--- config.mk ---
export PLATFORM = sky130hd
export DESIGN_NAME = pc_sequencer
export DESIGN_NICKNAME = d
export VERILOG_FILES = /design/src/rtl/cpu_pkg.sv /design/src/rtl/pc_target_calc.sv /design/src/rtl/pc_sequencer.sv
export SDC_FILE = /design/constraint.sdc
export NUM_CORES = 1
export LEC_CHECK = 0
export ABC_AREA = 0
export CORE_ASPECT_RATIO = 0.75
export CORE_UTILIZATION = 47
export DETAILED_ROUTE_END_ITERATION = 16
export MAX_ROUTING_LAYER = met4
export PLACE_DENSITY_LB_ADDON = 0.05
export SYNTH_ARGS = -nofsm -noshare
export SYNTH_HDL_FRONTEND = slang
export SYNTH_HIERARCHICAL = 1
export SYNTH_SLANG_ARGS = --single-unit
--- constraint.sdc ---
create_clock -name clk -period 3.9 [get_ports clk]
set_input_delay 0.585 -clock clk [delete_from_list [all_inputs] [get_ports clk]]
set_output_delay 0.585 -clock clk [all_outputs]
set_load 0.01 [all_outputs]
--- src/rtl/cpu_pkg.sv ---
// Shared CPU definitions: reset vector default, program-counter sequencer state
// and a word-alignment helper used when latching redirect targets.
package cpu_pkg;

  localparam logic [31:0] RESET_VECTOR_DEF = 32'hBFC00000;

  typedef enum logic {
    RUN    = 1'b0,
    HALTED = 1'b1
  } pc_state_t;

  function automatic logic is_word_aligned(input logic [31:0] addr);
    return (addr[1:0] == 2'b00);
  endfunction

endpackage

--- src/rtl/pc_target_calc.sv ---
// Combinational redirect target mux for the instruction at pc:
// jump_reg > jump > taken branch.
module pc_target_calc (
  input  logic [31:0] pc,
  input  logic        condition_met,
  input  logic        jump,
  input  logic        jump_reg,
  input  logic [15:0] imm16,
  input  logic [25:0] jump_index,
  input  logic [31:0] reg_target,
  output logic        redirect,
  output logic [31:0] target
);

  logic        [31:0] pc_plus4;
  logic signed [31:0] branch_offset;
  logic        [31:0] branch_target;

  assign pc_plus4      = pc + 32'd4;
  // Word offset: sign-extend then scale by 4, wrapping on the 32-bit add.
  assign branch_offset = $signed({{14{imm16[15]}}, imm16, 2'b00});
  assign branch_target = pc_plus4 + $unsigned(branch_offset);

  assign redirect = jump_reg | jump | condition_met;

  always_comb begin
    target = branch_target;
    if (jump_reg) begin
      target = reg_target;
    end else if (jump) begin
      target = {pc_plus4[31:28], jump_index, 2'b00};
    end
  end

endmodule

--- src/rtl/pc_sequencer.sv ---
// Program counter with a one-instruction branch delay slot: redirects are latched
// and applied when the delay-slot instruction retires; halts on HALT_ADDR or a bad target.
module pc_sequencer
  import cpu_pkg::*;
#(
  parameter logic [31:0] RESET_VECTOR = RESET_VECTOR_DEF,
  parameter logic [31:0] HALT_ADDR    = 32'h00000000
) (
  input  logic        clk,
  input  logic        reset_n,
  input  logic        advance,
  input  logic        stall,
  input  logic        condition_met,
  input  logic        jump,
  input  logic        jump_reg,
  input  logic [15:0] imm16,
  input  logic [25:0] jump_index,
  input  logic [31:0] reg_target,
  output logic [31:0] pc,
  output logic [31:0] link_addr,
  output logic        in_delay_slot,
  output logic        active,
  output logic        addr_fault
);

  pc_state_t   state;
  logic [31:0] pending_target;
  logic [31:0] target;
  logic        redirect;
  logic        retire;

  pc_target_calc u_target_calc (
    .pc            (pc),
    .condition_met (condition_met),
    .jump          (jump),
    .jump_reg      (jump_reg),
    .imm16         (imm16),
    .jump_index    (jump_index),
    .reg_target    (reg_target),
    .redirect      (redirect),
    .target        (target)
  );

  assign retire    = advance & ~stall & (state == RUN);
  assign link_addr = pc + 32'd8;

  always_ff @(posedge clk or negedge reset_n) begin
    if (!reset_n) begin
      state          <= RUN;
      pc             <= RESET_VECTOR;
      pending_target <= 32'h0;
      in_delay_slot  <= 1'b0;
      active         <= 1'b1;
      addr_fault     <= 1'b0;
    end else if (retire) begin
      if (in_delay_slot) begin
        // Delay slot retiring: any redirect it requests itself is dropped.
        in_delay_slot <= 1'b0;
        if (addr_fault) begin
          state  <= HALTED;
          active <= 1'b0;
        end else if (pending_target == HALT_ADDR) begin
          state  <= HALTED;
          active <= 1'b0;
          pc     <= HALT_ADDR;
        end else begin
          pc <= pending_target;
        end
      end else begin
        pc <= pc + 32'd4;
        if (redirect) begin
          pending_target <= target;
          in_delay_slot  <= 1'b1;
          if (!is_word_aligned(target)) begin
            addr_fault <= 1'b1;
          end
        end
      end
    end
  end

endmodule

==> metrics.md <==
| Metric | Value |
|---|---|
| Reg2reg end | `pending_target[31]` |
| Num ports | `148` |
| Synth unique cells | `between 70 and 80` |
| Largest net degree at the start of global routing | `50` |
| Clk Tree Root Cell | `clkbuf_16` |
| Tot GR Track Use | `0.351` |
| Crit path capture type | `flop` |
| Lkg Pwr | `3.66 nW` |
| Critical-path cell list | `ha_2, and3_1, nor2b_2, nand4_1, xnor2_1, ha_2, buf_4, nand2_1, o21bai_1, a21oi_1, a31oi_4, nand3_2, a211o_1, o211a_1, xnor2_1, o21ai_1, mux2_2` |
| Final count of negative-setup-slack endpoints | `0` |
| First-pass GRT wire length | `38500 um` |
| Die width | `140 um` |
| Final Hold Viols | `0` |
| Initial core utilization | `0.487` |
| WL/cell | `21.5 um` |
| TritonCTS clock tree | `done` |
| Final cycle utilization of the critical path | `0.957` |
| Worst Path Buf+Inv | `1` |
| Top cells by count, synth | `nand2_1, dfrtp_1, a21oi_1` |
| Die Ht | `106 um` |
| Async S/R FF share, synth | `1.00` |
| Critical-path top delay cell | `dfrtp_1` |
| Slew headroom | `0.398` |
| Slew at the pin with the worst max-slew slack | `901 ps` |
| Top delay family on crit path | `compound AO/OA/AOI/OAI gates` |
| Clk slew on worst S/H paths | `60 ps` |
| Initial antenna violation count | `0` |
| Sequential Area | `1710 um^2` |
| FILL cells | `1187` |
| Crit path to | `pending_target[31]` |
| Avg Inst Size Synth | `8.18 um^2` |
| F_max | `268 MHz` |
| Delay of the slowest critical-path stage | `440 ps` |
| Startpoint Class | `flop` |
| Max cap viols | `0` |
| Area occupied by multi-input gates | `4830 um^2` |
| Slew Viols, Final | `0` |
| Max Clock Skew | `about 9.7 ps` |
| Flop2flop setup slack | `about 170 ps` |
| Hold WC Path Type | `in2async` |
| ANT cells | `0` |
| Status | `finished, final reports clean` |
| Area grow syn2layout | `34.0%` |
| Die ar. | `14800 um^2` |
| WL final | `between 20000 and 30000 um` |
| Clk Latency, worst-skew pair | `340 ps` |
| Required @ worst endpoint | `4130 ps` |
| Sink Count | `roughly 70` |
| Clock buffer depth | `2` |
| Share of the synthesized area in the top cell type | `0.215` |
| Synth Flop Type | `dfrtp_1` |
| 1st-iter DRT viols | `roughly 650` |
| EDFF count, synth | `0` |
| Number of cells on the critical path | `17` |
| Max IR drop VDD | `approximately 0.36 mV` |
| Vias in the first global route | `between 6000 and 7000` |
| Core area | `13800 um^2` |
| CTS Hold Bufs | `0` |
| Via count | `7359` |
| Register bit count reported by yosys | `68` |
| Grt ovf | `0` |
| Post-synthesis instance total | `824` |
| Crit path from | `pc[2]` |
| CTS Buf Count | `9` |
| Worst Path Max Fanout | `5` |
| Share of layout cells above drive strength 1 | `0.157` |
| Syn Nets | `943` |
| H-Tree Depth | `3` |
| Sequential-to-total area share from yosys stat | `0.254` |
| Biggest area consumer among synthesized cells | `dfrtp_1` |
| Ranking of synthesized cells by area | `dfrtp_1, ha_1, xnor2_1` |
| Most frequent cell after synthesis | `nand2_1` |
| IO Port Bufs | `147` |
| R2R depth | `17` |
| Pwr per Cell Area | `683 nW/um^2` |
| Vias per cell | `6.29` |
| Dpl hpwl | `between 15000 and 20000 um` |
| Final TNS setup | `0 ps` |
| WHS | `~250 ps` |
| Critical Path AT | `3960 ps` |
| Nets | `approximately 1100` |
| DRT Pass-1 Iters | `5` |
| Critical R2R Launch | `pc[2]` |
| Final Wtd Congestion | `0.944` |
| WS Path Type | `reg2reg` |
| Final min period | `3730 ps` |
| Yosys warnings | `6` |
| Mapped Area | `between 6000 and 7000 um^2` |
| # rows | `37` |
| Post-route DRC violation count | `0` |
| Antenna Nets Post-Route | `0` |
metrics by stage:
stage	std cells	util	area [um^2]	worst slack, ps	power [mW]
6_report	1170	0.653	9030	169	6.17
5_1_grt	1170	0.653	9030	-11.0	6.52
4_1_cts	1169	0.647	8950	151	6.04
3_5_place_dp	1153	0.624	8630	175	5.11
3_3_place_gp	1153	0.624	8630	232	5.07
2_1_floorplan	824	-	6740	129	3.55
cell families (layout without fill, tap and decap cells):
| group | Yosys count | count (layout) | synth area share |
|---|---|---|---|
| AO/OA/AOI/OAI | 221 | 221 | 0.215 |
| buffers and inverters | 63 | 234 | 0.0397 |
| AND/OR/NAND/NOR | 310 | 310 | 0.242 |
| XOR/XNOR | 78 | 78 | 0.102 |
| adder cells (fa/ha/maj) | 38 | 38 | 0.0716 |
| flip-flops | 68 | 68 | 0.254 |
| multiplexers | 46 | 46 | 0.0751 |
what timing repair did:
item | 4_1_cts | 5_1_grt
buffers inserted | 0 | 1
endpoints found under the hold margin | 0 | 0
gates resized for setup | 0 | 15
setup endpoints to repair | 0 | 7
where the power goes:
| part | internal, mW | total [mW] | switching, mW |
|---|---|---|---|
| sequential | 1.04 | 1.47 | 0.425 |
| clock | 0.563 | 0.893 | 0.330 |
| combinational | 1.77 | 3.81 | 2.04 |
metal layers:
| metal | track usage | wire (um) | vias to the layer above |
|---|---|---|---|
| met5 | - | 0 | - |
| met4 | 0.0706 | 360 | 0 |
| met3 | 0.0745 | 2470 | 34 |
| met2 | 0.486 | 10300 | 425 |
| met1 | 0.517 | 12000 | 3520 |
| li1 | - | - | 3380 |
flip-flops by register name, indices dropped and copies added (netlist names):
register,cells
pending_target,32
pc,32
state,1
active,1
addr_fault,1
in_delay_slot,1
worst min path at each step:
stage / from / endpoint / slack (ps) / cells past startpoint
final: reset_n / pc[5] / 250 / 1
after global routing: reset_n / pc[5] / 270 / 1
after CTS: reset_n / pc[5] / 260 / 1
after detailed placement: state / state / 480 / 1
after global placement: state / state / 470 / 1
after floorplan: reset_n / addr_fault / 290 / 0
area by class of cell:
| class | count | area share |
|---|---|---|
| inverter | 15 | 0.00623 |
| tap | 175 | 0.0242 |
| timing repair buffer | 203 | 0.209 |
| multi-input combinational | 693 | 0.535 |
| clock inverter | 7 | 0.0109 |
| clock buffer | 9 | 0.0249 |
| sequential | 68 | 0.190 |
cells in the final DEF, fill, tap and decap left out, drive strengths merged, types with 4 or more instances in the layout:
cell type and n:
xor2 30, or2 5, or3 6, o21bai 8, nor2b 7, o21ai 52
nor3 12, clkinv 4, o211ai 13, a21o 14, nand2b 4, xnor2 48
dfrtp 58, nand3 40, o22ai 6, nand4 33, buf 57, clkbuf 9
nand2 94, clkdlybuf4s50 146, a21oi 57, ha 37, and3 13, mux2 37
dfstp 10, o21a 13, nor2 56, mux2i 9, a22o 4, inv 15
a22oi 8, a211oi 7, o311ai 7, and4 9, a31oi 7, nor4 17
(Power assumes the default switching activity.)
